### src/rtl/banked_register_file.sv
// ARM7-style banked register file: shared r0-r7 (and r8-r12), per-mode r13/r14/SPSR, CPSR, PC port.
// Optional feature macro REGBANK_FIQ_BANK_EN gives fiq private r8-r12.
module banked_register_file #(
    parameter int               WIDTH    = 32,
    parameter logic [WIDTH-1:0] PC_RESET = '0
) (
    input  logic             clock,
    input  logic             in_Reset_n,
    input  logic [3:0]       in_Read_address1,
    input  logic [3:0]       in_Read_address2,
    input  logic [3:0]       in_Read_address3,
    output logic [WIDTH-1:0] out_Data1,
    output logic [WIDTH-1:0] out_Data2,
    output logic [WIDTH-1:0] out_Data3,
    input  logic [3:0]       in_Write_address1,
    input  logic [WIDTH-1:0] in_Write_data1,
    input  logic             in_Write_enable,
    input  logic             in_Pc_write,
    input  logic [WIDTH-1:0] in_Pc_next,
    output logic [WIDTH-1:0] out_Pc,
    input  logic             in_Flags_write,
    input  logic [3:0]       in_Flags,
    input  logic             in_Mode_write,
    input  logic [4:0]       in_Mode,
    input  logic             in_Exception,
    input  logic [4:0]       in_Exception_mode,
    input  logic [WIDTH-1:0] in_Return_address,
    input  logic             in_Spsr_restore,
    output logic [31:0]      out_Cpsr,
    output logic [31:0]      out_Spsr,
    output logic             out_Mode_error
);

    localparam logic [4:0] MODE_USR = 5'b10000;
    localparam logic [4:0] MODE_FIQ = 5'b10001;
    localparam logic [4:0] MODE_IRQ = 5'b10010;
    localparam logic [4:0] MODE_SVC = 5'b10011;
    localparam logic [4:0] MODE_ABT = 5'b10111;
    localparam logic [4:0] MODE_UND = 5'b11011;
    localparam logic [4:0] MODE_SYS = 5'b11111;
    localparam logic [4:0] PHYS_PC  = 5'd31;

    // Physical layout: 0-12 shared, 13-18 r13 per bank, 19-24 r14 per bank, 25-29 fiq r8-r12.
`ifdef REGBANK_FIQ_BANK_EN
    localparam int NPHYS = 30;
`else
    localparam int NPHYS = 25;
`endif

    function automatic logic mode_valid(input logic [4:0] m);
        return (m == MODE_USR) || (m == MODE_FIQ) || (m == MODE_IRQ) || (m == MODE_SVC) ||
               (m == MODE_ABT) || (m == MODE_UND) || (m == MODE_SYS);
    endfunction

    // Bank 0 is usr/sys (and any non-exception encoding); 1..5 are fiq, irq, svc, abt, und.
    function automatic logic [2:0] bank_of(input logic [4:0] m);
        case (m)
            MODE_FIQ: return 3'd1;
            MODE_IRQ: return 3'd2;
            MODE_SVC: return 3'd3;
            MODE_ABT: return 3'd4;
            MODE_UND: return 3'd5;
            default:  return 3'd0;
        endcase
    endfunction

    function automatic logic [4:0] phys(input logic [3:0] a, input logic [2:0] b);
        logic [4:0] p;
        p = {1'b0, a};
        if (a == 4'd13)      p = 5'd13 + {2'b00, b};
        else if (a == 4'd14) p = 5'd19 + {2'b00, b};
        else if (a == 4'd15) p = PHYS_PC;
`ifdef REGBANK_FIQ_BANK_EN
        else if (a >= 4'd8 && b == 3'd1) p = {1'b0, a} + 5'd17;
`endif
        return p;
    endfunction

    logic [WIDTH-1:0] regs_q [NPHYS];
    logic [WIDTH-1:0] regs_d [NPHYS];
    logic [WIDTH-1:0] pc_q, pc_d;
    logic [3:0]       nzcv_q, nzcv_d;
    logic             irq_dis_q, irq_dis_d;
    logic             fiq_dis_q, fiq_dis_d;
    logic [4:0]       mode_q, mode_d;
    logic [31:0]      spsr_q [5];
    logic [31:0]      spsr_d [5];
    logic             mode_err_q, mode_err_d;

    logic [31:0]      cpsr;
    logic [2:0]       cur_bank;
    logic [2:0]       exc_bank;
    logic [31:0]      cur_spsr;
    logic [4:0]       wr_phys;

    assign cpsr     = {nzcv_q, 20'b0, irq_dis_q, fiq_dis_q, 1'b0, mode_q};
    assign cur_bank = bank_of(mode_q);
    assign exc_bank = bank_of(in_Exception_mode);
    assign cur_spsr = (cur_bank == 3'd0) ? 32'h0 : spsr_q[cur_bank - 3'd1];
    assign wr_phys  = phys(in_Write_address1, cur_bank);

    assign out_Pc         = pc_q;
    assign out_Cpsr       = cpsr;
    assign out_Spsr       = cur_spsr;
    assign out_Mode_error = mode_err_q;

    logic [3:0]       rd_addr [3];
    logic [WIDTH-1:0] rd_data [3];

    assign rd_addr[0] = in_Read_address1;
    assign rd_addr[1] = in_Read_address2;
    assign rd_addr[2] = in_Read_address3;
    assign out_Data1  = rd_data[0];
    assign out_Data2  = rd_data[1];
    assign out_Data3  = rd_data[2];

    for (genvar p = 0; p < 3; p++) begin : g_read
        logic [4:0] rd_phys;
        always_comb begin
            rd_phys = phys(rd_addr[p], cur_bank);
            if (in_Write_enable && (wr_phys == rd_phys)) rd_data[p] = in_Write_data1;
            else if (rd_phys == PHYS_PC)                 rd_data[p] = pc_q + WIDTH'(8);
            else                                         rd_data[p] = regs_q[rd_phys];
        end
    end

    always_comb begin
        regs_d     = regs_q;
        spsr_d     = spsr_q;
        pc_d       = pc_q;
        nzcv_d     = nzcv_q;
        irq_dis_d  = irq_dis_q;
        fiq_dis_d  = fiq_dis_q;
        mode_d     = mode_q;
        mode_err_d = mode_err_q;

        if (in_Pc_write) pc_d = in_Pc_next;
        if (in_Write_enable) begin
            if (wr_phys == PHYS_PC) pc_d = {in_Write_data1[WIDTH-1:2], 2'b00};
            else                    regs_d[wr_phys] = in_Write_data1;
        end

        // Exception entry is evaluated after the general write so its r14 load wins a collision.
        if (in_Exception) begin
            if (mode_valid(in_Exception_mode)) begin
                mode_d    = in_Exception_mode;
                irq_dis_d = 1'b1;
                if (in_Exception_mode == MODE_FIQ) fiq_dis_d = 1'b1;
                if (exc_bank != 3'd0) spsr_d[exc_bank - 3'd1] = cpsr;
                regs_d[phys(4'd14, exc_bank)] = in_Return_address;
            end else begin
                mode_err_d = 1'b1;
            end
        end else if (in_Spsr_restore) begin
            if (cur_bank == 3'd0) begin
                mode_err_d = 1'b1;
            end else begin
                nzcv_d    = cur_spsr[31:28];
                irq_dis_d = cur_spsr[7];
                fiq_dis_d = cur_spsr[6];
                mode_d    = cur_spsr[4:0];
            end
        end else if (in_Mode_write) begin
            if (mode_valid(in_Mode)) mode_d = in_Mode;
            else                     mode_err_d = 1'b1;
        end else if (in_Flags_write) begin
            nzcv_d = in_Flags;
        end
    end

    always_ff @(posedge clock) begin
        if (!in_Reset_n) begin
            for (int i = 0; i < NPHYS; i++) regs_q[i] <= '0;
            for (int i = 0; i < 5; i++)     spsr_q[i] <= '0;
            pc_q       <= PC_RESET;
            nzcv_q     <= 4'b0;
            irq_dis_q  <= 1'b1;
            fiq_dis_q  <= 1'b1;
            mode_q     <= MODE_SVC;
            mode_err_q <= 1'b0;
        end else begin
            regs_q     <= regs_d;
            spsr_q     <= spsr_d;
            pc_q       <= pc_d;
            nzcv_q     <= nzcv_d;
            irq_dis_q  <= irq_dis_d;
            fiq_dis_q  <= fiq_dis_d;
            mode_q     <= mode_d;
            mode_err_q <= mode_err_d;
        end
    end

endmodule
### config.mk
export PLATFORM = sky130hd
export DESIGN_NAME = banked_register_file
export DESIGN_NICKNAME = d
export VERILOG_FILES = /design/src/rtl/banked_register_file.sv
export SDC_FILE = /design/constraint.sdc
export NUM_CORES = 2
export LEC_CHECK = 0
export BUFFER_PORTS_ARGS = -buffer_cell sky130_fd_sc_hd__buf_2
export CELL_PAD_IN_SITES_DETAIL_PLACEMENT = 0
export CELL_PAD_IN_SITES_GLOBAL_PLACEMENT = 1
export CORE_ASPECT_RATIO = 1.2
export CORE_UTILIZATION = 50
export DETAILED_ROUTE_END_ITERATION = 6
export PLACE_DENSITY = 0.84
export SLEW_MARGIN = 20
export SYNTH_ARGS = -nofsm -noshare
export SYNTH_HDL_FRONTEND = slang
export SYNTH_SLANG_ARGS = --single-unit
### constraint.sdc
create_clock -name clock -period 6.46 [get_ports clock]
set_input_delay 0.646 -clock clock [delete_from_list [all_inputs] [get_ports clock]]
set_output_delay 0.646 -clock clock [all_outputs]
set_load 0.02 [all_outputs]
Word level (Yosys, flattened, before mapping). Cells that the tools add are included.

Bits in registers: 1004. Bits of input ports: 134. Word-level logic and storage cells: 213.

Add/subtract/negate cells: 6. Order comparisons: 10. Equal/unequal tests: 47. Mux-type cells: 76. Bitwise operators: 8. Reduce and logical (&&, ||, !) cells: 30.

Operators by type and width (count): 800-bit 2-to-1 mux (4); 800-bit bitwise mux (2); 32-bit 2-to-1 mux (21); 32-bit binary-select mux with 5-bit select (3); 32-bit demux with 5-bit select (2); 160-bit bitwise mux (1); 5-bit == test, second input constant (23); 5-bit 2-to-1 mux (20); 32-bit binary-select mux with 3-bit select (1); 32-bit demux with 3-bit select (1); 4-bit == test, second input constant (12); 32-bit by 4-bit adder with 32-bit output, second input constant (1); 6-bit greater-or-equal comparator, second input constant (5); 5-bit NOT with 6-bit output (5); 3-bit one-hot mux with 5 select lines (2); 4-bit 2-to-1 mux (4); 4-bit AND reduction (4); 5-bit == test (3); 1-bit 2-to-1 mux (15); 1-bit logical OR (12); 6-bit by 1-bit less-than comparator with 1-bit output, second input constant (2); 5-bit by 3-bit adder with 5-bit output, first input constant (2); 3-bit nonzero test (3); 4-bit greater-or-equal comparator, second input constant (2); other kinds (13) (27).

Depth between registers and ports, before layout.
Depth after elaboration: 17. Mapped depth: 19.

Worst setup path after synthesis. No wires, ideal clock.

Path kind: reg2out. From: register mode_q[0]. To: output port out_Data1[27]. Arrival time: 3940 ps. Slack: 1874 ps. Stages on the path, launching flop included: 20. Path buffers: 7. Cell sequence: dfxtp_1 > buf_2 > nand2_2 > nor3_4 > buf_4 > buf_2 > ha_1 > inv_1 > ha_1 > nand4b_1 > nand2_1 > a211oi_1 > buf_2 > buf_2 > buf_4 > buf_2 > a211oi_1 > a31oi_1 > o22ai_1 > o31ai_1.

Longest elaborated chain between the ends: 11.

RTL lines: from (decl) (line 85) `logic [4:0] mode_q, mode_d;`; from (signal assigned) (line 188) `mode_q <= mode_d;`; 5-bit == test (line 57) `case (m)`; 3-bit one-hot mux with 5 select lines (*) (line 57); 5-bit by 3-bit adder with 5-bit output (line 71) `else if (a == 4'd14) p = 5'd19 + {2'b00, b};`; 5-bit 2-to-1 mux (line 71); 5-bit 2-to-1 mux (line 70) `if (a == 4'd13) p = 5'd13 + {2'b00, b};`; 5-bit NOT with 6-bit output (implied by the code) (line 123) `else rd_data[p] = regs_q[rd_phys];`; 32-bit binary-select mux with 5-bit select (line 123); 32-bit 2-to-1 mux (implied by the code) (2 in a row) (line 123); 32-bit 2-to-1 mux (line 122) `else if (rd_phys == PHYS_PC) rd_data[p] = pc_q + WIDTH'(8);`; 32-bit 2-to-1 mux (*) (line 121) `if (in_Write_enable && (wr_phys == rd_phys)) rd_data[p] = in_Write_data1;`; to (decl) (line 12) `output logic [WIDTH-1:0] out_Data1,`.

Mark *: on every way between the ends. The rest lies on a longest branch, timed or not. The select of a mux whose other input is x is not followed.

Worst setup path after layout.
From: register mode_q[4]. To: output port out_Data1[1].

The elaborated chain is that of the path after synthesis.

==> impl_summary.md <==
Status
The flow ran to the end, but the final reports show violations. The checks that failed: design-rule violations.

Critical path
In this run the number of cells on the critical path is 16. The largest fanout of any net on the critical path is 44. The category of cells accounting for the largest share of critical-path delay is compound AO/OA/AOI/OAI gates. The critical path is of the flip-flop to output pin type. The worst setup path is captured at an output pin. The worst reg-to-reg path cell count is 11. On the worst path, the slowest cell contributes a delay of 890 ps. The cell with the largest stage delay on the worst path is sky130_fd_sc_hd__a22oi_1. The capture point of the worst reg-to-reg path is regs_q[245]. STA classifies the critical path startpoint as a flip-flop.

The setup slack on the worst flop-to-flop path is 920 ps. The reg-to-reg critical path startpoint is mode_q[4]. Data arrives at the worst endpoint at 5790 ps.

The required time reported for the critical path endpoint is 5810 ps. The signal on the critical path passes through nand2_2 > nor3_4 > buf_4 > ha_1 > inv_1 > ha_1 > nand4b_1 > nand2_1 > a211oi_4 > buf_12 > buf_4 > nor2_2 > a22oi_1 > a32oi_1 > a21oi_1 > buf_2. The number of buffer and inverter stages on the critical path is 5.

Detailed routing
The top metal layer carrying routed signals is met5. In the detailed route, the total length drawn on met3 is 48400 µm. For this run, design rule violations remaining after detail routing come to 3. The via total after detailed routing is 65.7k. The ratio of routed vias to standard cells is 7.05. The count of nets left with antenna violations once routing finished came out at 0. The total wire length is 293000 µm. The count of routing violations after the opening detailed-route iteration is 11.2k. Detailed routing placed a total of 118000 µm of wire on met2. For this block, wires on met1 add up to 101000 µm. The detail-routed net length per standard cell is 31.4 µm.

The first-pass iteration count of the detailed router is 7.

Finish
From synthesis to final layout, the design area changed by 10.1%. Excluding fillers, the count of instances in the completed layout stands at 9322. In the final layout, the share of cells above drive strength 1 is 13.9%. After routing the design area is 65100 µm². For this run, the post-layout net count is 7829.

Logic synthesis
During synthesis, Yosys emitted a total of 0 warnings. The compound-gate portion of the synthesized area is 22.0%. The largest family of logic cells by synthesized area is simple AND/OR/NAND/NOR gates. The most used flip-flop cell after synthesis is sky130_fd_sc_hd__dfxtp_1.

Synthesis inferred 899 register bits. In this run, distinct cell masters in the synthesized netlist total 94. After synthesis, the share of flip-flops with an asynchronous set or reset is 0%.

Summing the areas of all fa, ha and maj instances in the mapped netlist gives 0.212% of the synthesized area. The number of enable-type register cells in the synthesized netlist is 0. The area share of xor/xnor cells in the synthesized design is 0.711%. The average instance area after synthesis is 7.47 µm².

The mapped netlist covers 59100 µm². Of the total synthesized cell area, the portion taken by AND, OR, NAND and NOR gates is 23.0%. The multiplexer share of the synthesized area is 16.3%. For this run, the register share of the synthesized area comes to 30.5%. The synthesized netlist cell count is 7917.

Hold path
The number of stages on the worst hold path is 3. The worst hold path terminates at out_Pc[0]. The worst min-delay path category is input pin to flip-flop.

The startpoint identified for the worst hold timing path is in_Pc_next[0].

Die
For this configuration, the core starts out at a cell density of 50.6%. The die covers 120000 µm². The overall die height is 379 µm. The die is 316 µm wide.

The number of rows in the core area is 137. 327 I/O pins were placed. The total area inside the core boundary comes to 117000 µm².

STA
Measured against its own limit, the worst slew margin works out to 14.6%. Setup repair after global routing left no endpoint under its margin. The total count of max-transition violations in the final report is 0. The sum of negative setup slack is 0 ps. The clock period minus final worst setup slack is 6440 ps.

Setup violations remaining at the end of the flow were counted as 0. The highest attainable clock frequency is 155 MHz. The hold violation total from the final report is 0. For the pin with the worst max-slew slack, the measured transition is 1280 ps. The worst path uses 99.7% of the clock period.

The clock arrives with 17.9 ps of skew.

CTS
The root buffer selected by CTS is sky130_fd_sc_hd__clkbuf_16. The clock passes through at most 3 buffers. Counting every sink on the clock net gives 899. The CTS tree is done. The clock buffer count from CTS is 100. The clock slew at the register clock pins of the worst setup and hold paths is 60 ps. In this run the number of H-tree levels came out at 3.

The insertion delay to the later sink of the worst-skew pair is 740 ps. The number of buffers added to fix hold violations after cts is 0.

Flow run
The max-capacitance violation count is 0.

Global route
The wire length of the first global-routing pass is 414000 µm. The initial antenna violation count is 46. The via count of the first global-routing pass was 58.7k. The total global routing overflow is 0. The overall track demand over capacity in global routing is 47.2%. The maximum number of pins on one net before global-route repair is 175.

Placement
The count of buffers added on input and output ports is 284. Counting tap cells, the placed design contains a total of 9104 instances. The final RePlAce weighted congestion is 0.996.

Summing all placed instances gives a cell area of 61300 µm². Once detailed placement completed, the half-perimeter wirelength came to 184000 µm.

Power and ir drop
IR analysis of the VDD net gives a maximum drop of 0.244 mV. For this design the static power due to leakage is 0.0228 µW. The power density over the cells is 254 nW/µm².
## per-stage QoR
stage	util [%]	hold slack [ps]	setup WS (ps)	total power, µW
finish	55.8	156	22.3	16600
global route	55.7	171	54.1	16800
CTS	55.6	132	-65.3	16200
detailed placement	52.6	452	711	10000
global placement	52.5	440	480	9990
floorplan	-	433	1870	8260
## worst max path at each step
stage	startpoint	endpoint
after floorplan	mode_q[0]	out_Data1[27]
after global placement	mode_q[4]	out_Data3[21]
after detailed placement	mode_q[4]	out_Data1[25]
after CTS	mode_q[4]	out_Data1[31]
after global routing	mode_q[4]	out_Data1[1]
final	mode_q[4]	out_Data1[1]
## layout by cell type (no fill, tap or decap), types with 18 or more instances in the layout
cell type	Yosys	layout
sky130_fd_sc_hd__a211oi_1	363	362
sky130_fd_sc_hd__a21oi_1	993	992
sky130_fd_sc_hd__a221o_1	22	22
sky130_fd_sc_hd__a221oi_1	37	36
sky130_fd_sc_hd__a22oi_1	113	113
sky130_fd_sc_hd__a311oi_1	126	124
sky130_fd_sc_hd__a31oi_1	80	80
sky130_fd_sc_hd__a32oi_1	31	31
sky130_fd_sc_hd__and2_1	68	64
sky130_fd_sc_hd__and3_1	115	113
sky130_fd_sc_hd__buf_12	0	37
sky130_fd_sc_hd__buf_2	169	285
sky130_fd_sc_hd__buf_4	91	216
sky130_fd_sc_hd__clkbuf_1	571	22
sky130_fd_sc_hd__clkbuf_16	0	102
sky130_fd_sc_hd__clkbuf_8	0	22
sky130_fd_sc_hd__clkinv_2	0	18
sky130_fd_sc_hd__conb_1	1	42
sky130_fd_sc_hd__dfxtp_1	899	899
sky130_fd_sc_hd__diode_2	0	22
sky130_fd_sc_hd__inv_1	57	57
sky130_fd_sc_hd__mux2i_1	407	404
sky130_fd_sc_hd__mux4_2	237	237
sky130_fd_sc_hd__nand2_1	2153	2144
sky130_fd_sc_hd__nand3_1	333	321
sky130_fd_sc_hd__nor2_1	450	429
sky130_fd_sc_hd__nor2_4	1	19
sky130_fd_sc_hd__o211ai_1	34	34
sky130_fd_sc_hd__o21ai_0	138	132
sky130_fd_sc_hd__o22a_1	19	19
sky130_fd_sc_hd__o31ai_1	21	21
sky130_fd_sc_hd__or3_1	20	20
sky130_fd_sc_hd__xnor2_1	28	27
## metal layers
| layer | global-route usage, % | vias to the layer above |
|---|---|---|
| li1 | - | 27500 |
| met4 | 33.3 | 46 |
| met3 | 19.5 | 1539 |
| met2 | 66.4 | 5799 |
| met1 | 57.8 | 30800 |
| met5 | 0.537 | - |
## cell type report
type                       count  area [µm²]
inverter                      59         229
clock buffer                 146        2940
tap                         1529        1910
antenna                       22        55.1
timing repair buffer         539        3820
clock inverter                42         579
fill                       10800       51600
multi-input combinational   6086       37600
sequential                   899       18000
## Yosys cell counts, types with 8 or more instances
master | number | area share [%]
sky130_fd_sc_hd__clkbuf_1 | 571 | 3.6
sky130_fd_sc_hd__nor3_1 | 16 | 0.14
sky130_fd_sc_hd__nand2b_1 | 12 | 0.13
sky130_fd_sc_hd__nand2_1 | 2153 | 14
sky130_fd_sc_hd__buf_2 | 169 | 1.4
sky130_fd_sc_hd__o21ai_0 | 138 | 1.2
sky130_fd_sc_hd__xor2_1 | 15 | 0.22
sky130_fd_sc_hd__nand3_1 | 333 | 2.8
sky130_fd_sc_hd__a31oi_1 | 80 | 0.85
sky130_fd_sc_hd__mux4_2 | 237 | 9.0
sky130_fd_sc_hd__a32oi_1 | 31 | 0.46
sky130_fd_sc_hd__buf_4 | 91 | 1.2
sky130_fd_sc_hd__nor2_1 | 450 | 2.9
sky130_fd_sc_hd__nor4_1 | 24 | 0.25
sky130_fd_sc_hd__xnor2_1 | 28 | 0.41
sky130_fd_sc_hd__a21oi_1 | 993 | 8.4
sky130_fd_sc_hd__a21o_1 | 8 | 0.10
sky130_fd_sc_hd__nor2b_1 | 21 | 0.22
sky130_fd_sc_hd__mux2i_1 | 407 | 6.9
sky130_fd_sc_hd__a22oi_1 | 113 | 1.4
sky130_fd_sc_hd__ha_1 | 10 | 0.21
sky130_fd_sc_hd__nand4_1 | 15 | 0.16
sky130_fd_sc_hd__buf_6 | 16 | 0.30
sky130_fd_sc_hd__a221o_1 | 22 | 0.37
sky130_fd_sc_hd__and3_1 | 115 | 1.2
sky130_fd_sc_hd__and2_1 | 68 | 0.72
sky130_fd_sc_hd__buf_1 | 69 | 0.44
sky130_fd_sc_hd__o31ai_1 | 21 | 0.27
sky130_fd_sc_hd__o22ai_1 | 12 | 0.13
sky130_fd_sc_hd__a211oi_1 | 363 | 4.6
sky130_fd_sc_hd__o211ai_1 | 34 | 0.43
sky130_fd_sc_hd__or3_1 | 20 | 0.21
sky130_fd_sc_hd__o22a_1 | 19 | 0.28
sky130_fd_sc_hd__a311oi_1 | 126 | 1.9
sky130_fd_sc_hd__dfxtp_1 | 899 | 30
sky130_fd_sc_hd__a221oi_1 | 37 | 0.55
sky130_fd_sc_hd__inv_1 | 57 | 0.36
## state kept, by name, indices dropped and copies added, names as in the netlist
name,flops
fiq_dis_q,1
irq_dis_q,1
spsr_q,55
mode_q,5
out_Mode_error,1
regs_q,800
out_Pc,32
nzcv_q,4
## cell families after synthesis
family,Yosys count
compound gates,2062
xor+xnor,45
fa+ha+maj,10
buf+inv,975
flops,899
mux,656
other cells,1
simple gates,3269
## tightest hold or removal path, delay by kind of cell
kind / cells / cell delay, ps
muxes: 1 / 60
and+or+nand+nor: 1 / 70
buffers and inverters: 1 / 80
## repair_timing
item,in CTS,in global routing
setup endpoints to repair,10,71
resized for setup,7,8
pin swaps,0,1
gates cloned,0,2
hold endpoints to repair,0,0
buffers inserted,3,3
## where the power goes
group          internal (µW)  total (µW)  leakage [µW]  switching [µW]
sequential              5640        5780       0.00726             133
clock                   3670        6320       0.00173            2650
combinational           1190        4460        0.0138            3270
total                  10500       16600        0.0228            6050
Power figures use the tool's default switching activity.
